### src/rtl/uart_tx.sv
// UART transmitter: one parallel word per valid/ready handshake, sent as
// start bit, LSB-first data, optional parity and one or two stop bits.
module uart_tx #(
  parameter int unsigned CLK_FREQUENCY = 100_000_000,
  parameter int unsigned BAUD_RATE     = 115200,
  parameter int unsigned DATA_BITS     = 8,
  parameter int unsigned PARITY_EN     = 0,
  parameter int unsigned PARITY_ODD    = 0,
  parameter int unsigned STOP_BITS     = 1
) (
  input  logic                 clk,
  input  logic                 reset,
  input  logic [DATA_BITS-1:0] tx_data,
  input  logic                 tx_valid,
  output logic                 tx_ready,
  output logic                 tx_serial,
  output logic                 tx_busy,
  output logic                 tx_done
);

  localparam int unsigned BAUD_DIV = CLK_FREQUENCY / BAUD_RATE;
  localparam int unsigned CNT_W    = $clog2(BAUD_DIV);
  localparam int unsigned BIT_W    = $clog2(DATA_BITS);

  localparam logic [CNT_W-1:0] BAUD_LAST = CNT_W'(BAUD_DIV - 1);
  localparam logic [BIT_W-1:0] DATA_LAST = BIT_W'(DATA_BITS - 1);
  localparam logic [BIT_W-1:0] STOP_LAST = BIT_W'(STOP_BITS - 1);

  if (BAUD_DIV < 2) begin : g_bad_baud
    $error("uart_tx: CLK_FREQUENCY/BAUD_RATE must be at least 2");
  end
  if (DATA_BITS < 5 || DATA_BITS > 9) begin : g_bad_data
    $error("uart_tx: DATA_BITS must be in 5..9");
  end
  if (STOP_BITS < 1 || STOP_BITS > 2) begin : g_bad_stop
    $error("uart_tx: STOP_BITS must be 1 or 2");
  end

  typedef enum logic [2:0] {
    IDLE,
    START,
    DATA,
    PARITY,
    STOP
  } state_t;

  state_t               state;
  logic [CNT_W-1:0]     baud_cnt;
  logic [BIT_W-1:0]     bit_cnt;
  logic [DATA_BITS-1:0] shift_q;
  logic                 parity_q;

  // Frame sequencer; every line bit lasts BAUD_DIV cycles, all outputs registered.
  always_ff @(posedge clk) begin
    if (reset) begin
      state     <= IDLE;
      baud_cnt  <= '0;
      bit_cnt   <= '0;
      shift_q   <= '0;
      parity_q  <= 1'b0;
      tx_serial <= 1'b1;
      tx_ready  <= 1'b1;
      tx_busy   <= 1'b0;
      tx_done   <= 1'b0;
    end else begin
      tx_done <= 1'b0;
      if (state == IDLE) begin
        baud_cnt <= '0;
        if (tx_valid && tx_ready) begin
          shift_q   <= tx_data;
          parity_q  <= (^tx_data) ^ (PARITY_ODD != 0);
          bit_cnt   <= '0;
          state     <= START;
          tx_serial <= 1'b0;
          tx_ready  <= 1'b0;
          tx_busy   <= 1'b1;
        end
      end else if (baud_cnt != BAUD_LAST) begin
        baud_cnt <= baud_cnt + CNT_W'(1);
      end else begin
        baud_cnt <= '0;
        case (state)
          START: begin
            state     <= DATA;
            bit_cnt   <= '0;
            tx_serial <= shift_q[0];
            shift_q   <= shift_q >> 1;
          end
          DATA: begin
            if (bit_cnt != DATA_LAST) begin
              bit_cnt   <= bit_cnt + BIT_W'(1);
              tx_serial <= shift_q[0];
              shift_q   <= shift_q >> 1;
            end else if (PARITY_EN != 0) begin
              state     <= PARITY;
              tx_serial <= parity_q;
            end else begin
              state     <= STOP;
              bit_cnt   <= '0;
              tx_serial <= 1'b1;
            end
          end
          PARITY: begin
            state     <= STOP;
            bit_cnt   <= '0;
            tx_serial <= 1'b1;
          end
          STOP: begin
            // Last stop bit done: back to idle and ready in the same cycle as the pulse.
            if (bit_cnt != STOP_LAST) begin
              bit_cnt <= bit_cnt + BIT_W'(1);
            end else begin
              state     <= IDLE;
              bit_cnt   <= '0;
              tx_serial <= 1'b1;
              tx_ready  <= 1'b1;
              tx_busy   <= 1'b0;
              tx_done   <= 1'b1;
            end
          end
          default: begin
            state     <= IDLE;
            bit_cnt   <= '0;
            tx_serial <= 1'b1;
            tx_ready  <= 1'b1;
            tx_busy   <= 1'b0;
          end
        endcase
      end
    end
  end

endmodule

### config.mk
export PLATFORM = sky130hd
export DESIGN_NAME = uart_tx
export DESIGN_NICKNAME = d
export VERILOG_FILES = /design/src/rtl/uart_tx.sv
export SDC_FILE = /design/constraint.sdc
export NUM_CORES = 1
export LEC_CHECK = 0
export ABC_AREA = 1
export CAP_MARGIN = 20
export CORE_MARGIN = 2
export CORE_UTILIZATION = 50
export CTS_CLUSTER_DIAMETER = 100
export DETAILED_ROUTE_END_ITERATION = 7
export PLACE_DENSITY = 0.77
export SYNTH_ARGS = -nofsm -noshare
export SYNTH_HDL_FRONTEND = slang
export SYNTH_SLANG_ARGS = --single-unit
### constraint.sdc
create_clock -name clk -period 1.6 [get_ports clk]
set_input_delay 0.24 -clock clk [delete_from_list [all_inputs] [get_ports clk]]
set_output_delay 0.24 -clock clk [all_outputs]
set_load 0.05 [all_outputs]
After elaboration in Yosys (flattened, before gate mapping)
Cells that the tools add are included.
{ "op_classes": {"n_addsub": 2, "reduce_logical": 12, "eq_ne": 12, "n_bitwise": 2, "n_mux": 32} }
{ "op_table": {"columns": ["operator", "n"], "rows": [
  ["$mux W8", 4],
  ["$mux W3", 10],
  ["$pmux W8 S2", 1],
  ["$mux W1", 12],
  ["$ne A3 B3 Y1 const B", 4],
  ["$pmux W3 S4", 1],
  ["$reduce_and A4 Y1", 3],
  ["$add A10 B1 Y10 const B", 1],
  ["$ne A10 B10 Y1 const B", 1],
  ["$eq A3 B2 Y1 const B", 2],
  ["$pmux W3 S2", 1],
  ["$reduce_bool A3 Y1", 2],
  ["$reduce_or A3 Y1", 2],
  ["$ne A2 B1 Y1 const B", 2],
  ["$pmux W1 S2", 2],
  ["$reduce_or A4 Y1", 1],
  ["$add A3 B1 Y3 const B", 1],
  ["$eq A3 B1 Y1 const B", 1],
  ["$eq A3 B3 Y1 const B", 1],
  ["$logic_not A3 Y1", 1],
  ["$pmux W1 S3", 1],
  ["$reduce_and A3 Y1", 1],
  ["$ne A2 B2 Y1 const B", 1],
  ["$not A1 Y1", 2],
  ["other kinds (2)", 2]
]} }
{ "word_totals": {"out_inout_bits": 4, "reg_bits": 28, "in_bits": 11, "wordCells": 68} }

Depth between registers and ports, before layout
{ "logic_depth": {"ltp_word": 5, "mapped_depth": 10, "mapped_depth_nobuf": 10} }

Worst setup path after synthesis
OpenSTA, ideal clock, no wires.
{ "synth_timing": {"kind": "flip-flop to flip-flop", "start": "register tx_ready", "end": "register tx_busy", "required_ps": 1468, "stages_incl_launch_ff": 8, "period_less_slack_ps": 1370, "n_path_buf": 0, "slack_ps": 230, "setup_ps": 132, "arrival_ps": 1238, "cell_sequence": "dfxtp_1 -> nand2_1 -> nand3_1 -> nand2_1 -> inv_1 -> nand3_1 -> nand2_1 -> a21oi_1"} }
{ "synth_via": {"elab_chain_len": 3} }
{ "synth_lines": {"columns": ["element", "line_no", "source"], "rows": [
  ["start, declared", "15", "output logic tx_ready,"],
  ["start signal, assigned", "62", "tx_ready <= 1'b1;"],
  ["start signal, assigned", "75", "tx_ready <= 1'b0;"],
  ["start signal, assigned", "116", "tx_ready <= 1'b1;"],
  ["$logic_and A1 B1 Y1", "69", "if (tx_valid && tx_ready) begin"],
  ["$ne A2 B1 Y1 (no line)", null, null],
  ["$reduce_and A4 Y1 (no line)", null, null],
  ["end signal, assigned", "63", "tx_busy <= 1'b0;"],
  ["end signal, assigned", "76", "tx_busy <= 1'b1;"],
  ["end signal, assigned", "117", "tx_busy <= 1'b0;"],
  ["end, declared", "17", "output logic tx_busy,"]
]} }
Every way passes these cells.
A chain may end at the register's enable or synchronous reset.

Worst setup path after layout
{ "layout_timing": {"start": "register baud_cnt[0]", "end": "register shift_q[0]"} }
{ "layout_via": {"elab_chain_len": 3} }
{ "layout_lines": {"columns": ["element", "line_no", "source"], "rows": [
  ["start, declared", "48", "logic [CNT_W-1:0] baud_cnt;"],
  ["start signal, assigned", "79", "baud_cnt <= baud_cnt + CNT_W'(1);"],
  ["$ne A10 B10 Y1", "78", "end else if (baud_cnt != BAUD_LAST) begin"],
  ["$ne A2 B2 Y1 (no line)", null, null],
  ["$reduce_and A4 Y1 (no line)", null, null],
  ["end signal, assigned", "70", "shift_q <= tx_data;"],
  ["end signal, assigned", "87", "shift_q <= shift_q >> 1;"],
  ["end signal, assigned", "93", "shift_q <= shift_q >> 1;"],
  ["end, declared", "50", "logic [DATA_BITS-1:0] shift_q;"]
]} }
Every way passes these cells.

==> impl_metrics.csv <==
group,metric,value,unit
grt,grtUsageTotal,18.6,%
floorplan,start_util,52.4,%
clocking,cts_made_buffers,3,
sta,fin_setup_tns,0,ns
floorplan,rows,19,
floorplan,fp.dieH,57.5,um
synthesis,synth_ff_type,"dfxtp_1",
route,routed_via_density,5.09,
hold_path,worst_hold_startpoint,"baud_cnt[0]",
sta,clock_skew,0.00509,ns
final_layout,syn_to_final_growth,15.3,%
sta,tightest_slew,0.336,ns
sta,setup_violations,0,
sta,hold_violations,0,
sta,whs,0.436,ns
synthesis,synthArstFlopShare,0,%
synthesis,netlist_instances,191,
critical_path,required,1.86,ns
placed_design,post-place-ws,0.0770,ns
clocking,cts.sinks,28,
power_and_ir_drop,swShare,47.6,%
sta,slew_headroom,77.4,%
critical_path,cp_max_fo,5,
final_layout,utilization,60.4,%
critical_path,crit_type,"register to register",
synthesis,avgSynthCellArea,7.49,um^2
power_and_ir_drop,p_leak,0.692,nW
clocking,tritoncts,"done",
route,drt-total-wl,2.80,mm
route,first_pass_iters,4,
final_layout,regArea,563,um^2
critical_path,crit_slowest_cell,"dfxtp_2",
floorplan,ios,15,
critical_path,crit_path_end_kind,"register",
floorplan,core,2730,um^2
synthesis,syn_nets,206,
critical_path,r2r-end,"shift_q[0]",
final_layout,nNetsFinal,227,
grt,antenna_found_initial,0,
synthesis,synth-edff-count,0,
critical_path,slowest_delay,0.37,ns
power_and_ir_drop,p_per_area,1710,nW/um^2
route,drtAntennaViolNets,0,
hold_path,hold_path_class,"register to register",
final_layout,fillers,244,
hold_path,whs_endpoint,"baud_cnt[0]",
clocking,hold_buffers,0,
final_layout,multiInputGateArea,782,um^2
power_and_ir_drop,clkPwrFrac,9.7,%
placed_design,routabilityCongestion,0.902,
placed_design,portBuffers,14,
power_and_ir_drop,peakVddDrop,0.00126,V
grt,grt_pass1_wl,4.86,mm
job,cap_violations,0,
route,drc_errors,0,
sta,fin_ws,0.109,ns
critical_path,rr_worst_depth,8,
final_layout,drive_gt1_share,17.1,%
clocking,clk_pin_slew,0.13,ns
sta,max_freq,0.671,GHz
clocking,h-tree-depth,1,
synthesis,ys_warn_count,0,
sta,finalCritPeriodShare,93.2,%
power_and_ir_drop,seqPwrFrac,34.6,%
power_and_ir_drop,power_switching,1.35,mW
sta,slew_violations,0,
power_and_ir_drop,intPower,1.48,mW
synthesis,synth_cell_types,28,
hold_path,whs_path_depth,1,
grt,grt_pass1_vias,1164,
synthesis,seq_area_frac_synth,39.2,%
critical_path,arrival,1.75,ns
placed_design,hpwl,2.11,mm
clocking,cts_max_path_buffers,2,
floorplan,die_w,57.5,um
synthesis,netlist_area,1430,um^2
grt,grt_overflow_total,0,
route,wl_per_cell,11.6,um
route,via_count,1227,
critical_path,ff2ff_setup_slack,0.11,ns
critical_path,crit_chain,"ha_2 > nand2_1 > nor2_2 > nand3_2 > nand2_4 > buf_4 > nand3_2 > a21oi_1",
power_and_ir_drop,comb_power_share,55.6,%
route,drt-initial-drc-count,53,
grt,grt_max_degree,15,
synthesis,synth-seq-cells,28,
outcome,status,"finished, final reports clean",
clocking,clk_latency,0.32,ns
clocking,clockRootBuffer,"clkbuf_4",
floorplan,die_area,3310,um^2
final_layout,antenna_cells,0,
critical_path,reg2reg_from,"baud_cnt[0]",
critical_path,path_common_cell,"nand3_2",
critical_path,startpoint_type,"register",
sta,layout_min_cycle_time,1.49,ns
state kept, by name (all words and copies together), names as in the netlist:
name / flops
baud_cnt: 10
shift_q: 8
bit_cnt: 3
state: 3
tx_busy: 1
tx_done: 1
tx_ready: 1
tx_serial: 1
cells in the final DEF, fill, tap and decap left out, types with 2 or more instances in the layout:
cell / instances
clkdlybuf4s50_1: 10
nor2_1: 13
clkbuf_4: 3
nand3_1: 18
inv_1: 16
dfxtp_2: 2
nand3_4: 2
xor2_1: 4
dfxtp_1: 26
nand2_1: 60
nor2_2: 2
buf_4: 8
nand2_2: 2
a21oi_1: 16
xnor2_1: 2
nand3_2: 8
nand2_4: 2
ha_1: 3
metal layers:
layer,GRT usage [%],wire length (um)
met4,6.98,42
met2,33.4,1420
met1,22.6,1220
met5,0,0
met3,2.04,112
cell families after synthesis:
kind of cell,synth area share (%)
buffers and inverters,7.69
AOI/OAI and AO/OA,7.08
adders and majority gates,3.50
xor gates and xnor gates,3.67
and+or+nand+nor,38.9
DFF,39.2
area by class of cell:
class | instances | area share [%]
sequential | 28 | 34.1
multi-input combinational | 142 | 47.4
tap | 31 | 2.35
clock buffer | 3 | 1.36
inverter | 18 | 4.40
timing repair buffer | 19 | 10.4
repair_timing:
item | CTS | global route
buffers inserted | 0 | 1
hold endpoints to repair | 0 | 0
gates resized for setup | 0 | 7
setup endpoints to repair | 0 | 11
worst max path at each step:
stage,startpoint,to,slack [ns]
floorplan,tx_ready,tx_busy,0.23
global placement,tx_valid,tx_ready,0.14
detailed placement,baud_cnt[0],shift_q[2],0.08
CTS,baud_cnt[0],shift_q[2],0.04
global route,baud_cnt[0],shift_q[1],-0.007
finish,baud_cnt[0],shift_q[0],0.11
synthesized netlist by cell type, types with 2 or more instances:
library cell / instances / share of area (%)
nand2_4: 2 / 1.6
xor2_1: 4 / 2.4
nand3_2: 8 / 5.6
nand2_1: 61 / 16
dfxtp_1: 28 / 39
nand3_4: 2 / 2.4
nor2_1: 14 / 3.7
a21oi_1: 16 / 5.6
xnor2_1: 2 / 1.2
ha_1: 4 / 3.5
nand3_1: 18 / 6.3
inv_1: 16 / 4.2
stage by stage:
step	total power, mW	instances	cell area (um^2)
2_1_floorplan	2.21	191	1430
3_3_place_gp	2.44	236	1590
3_5_place_dp	2.48	236	1590
4_1_cts	2.76	239	1620
5_1_grt	3.09	241	1650
6_report	2.83	241	1650
power by group through the flow:
stage | combinational [mW] | sequential [mW] | clock, mW
after floorplan | 1.15 | 1.07 | 0
after global placement | 1.46 | 0.980 | 0
after detailed placement | 1.50 | 0.984 | 0
after CTS | 1.51 | 0.969 | 0.283
after global routing | 1.77 | 1.00 | 0.312
final | 1.57 | 0.980 | 0.276
critical path, delay by kind of cell, from the launching register on:
family,cells,cell delay (ns)
AND/OR/NAND/NOR,5,0.58
flip-flops,1,0.37
adder cells (fa/ha/maj),1,0.19
AO/OA/AOI/OAI,1,0.14
buffers and inverters,1,0.16
Power figures use the tool's default switching activity.
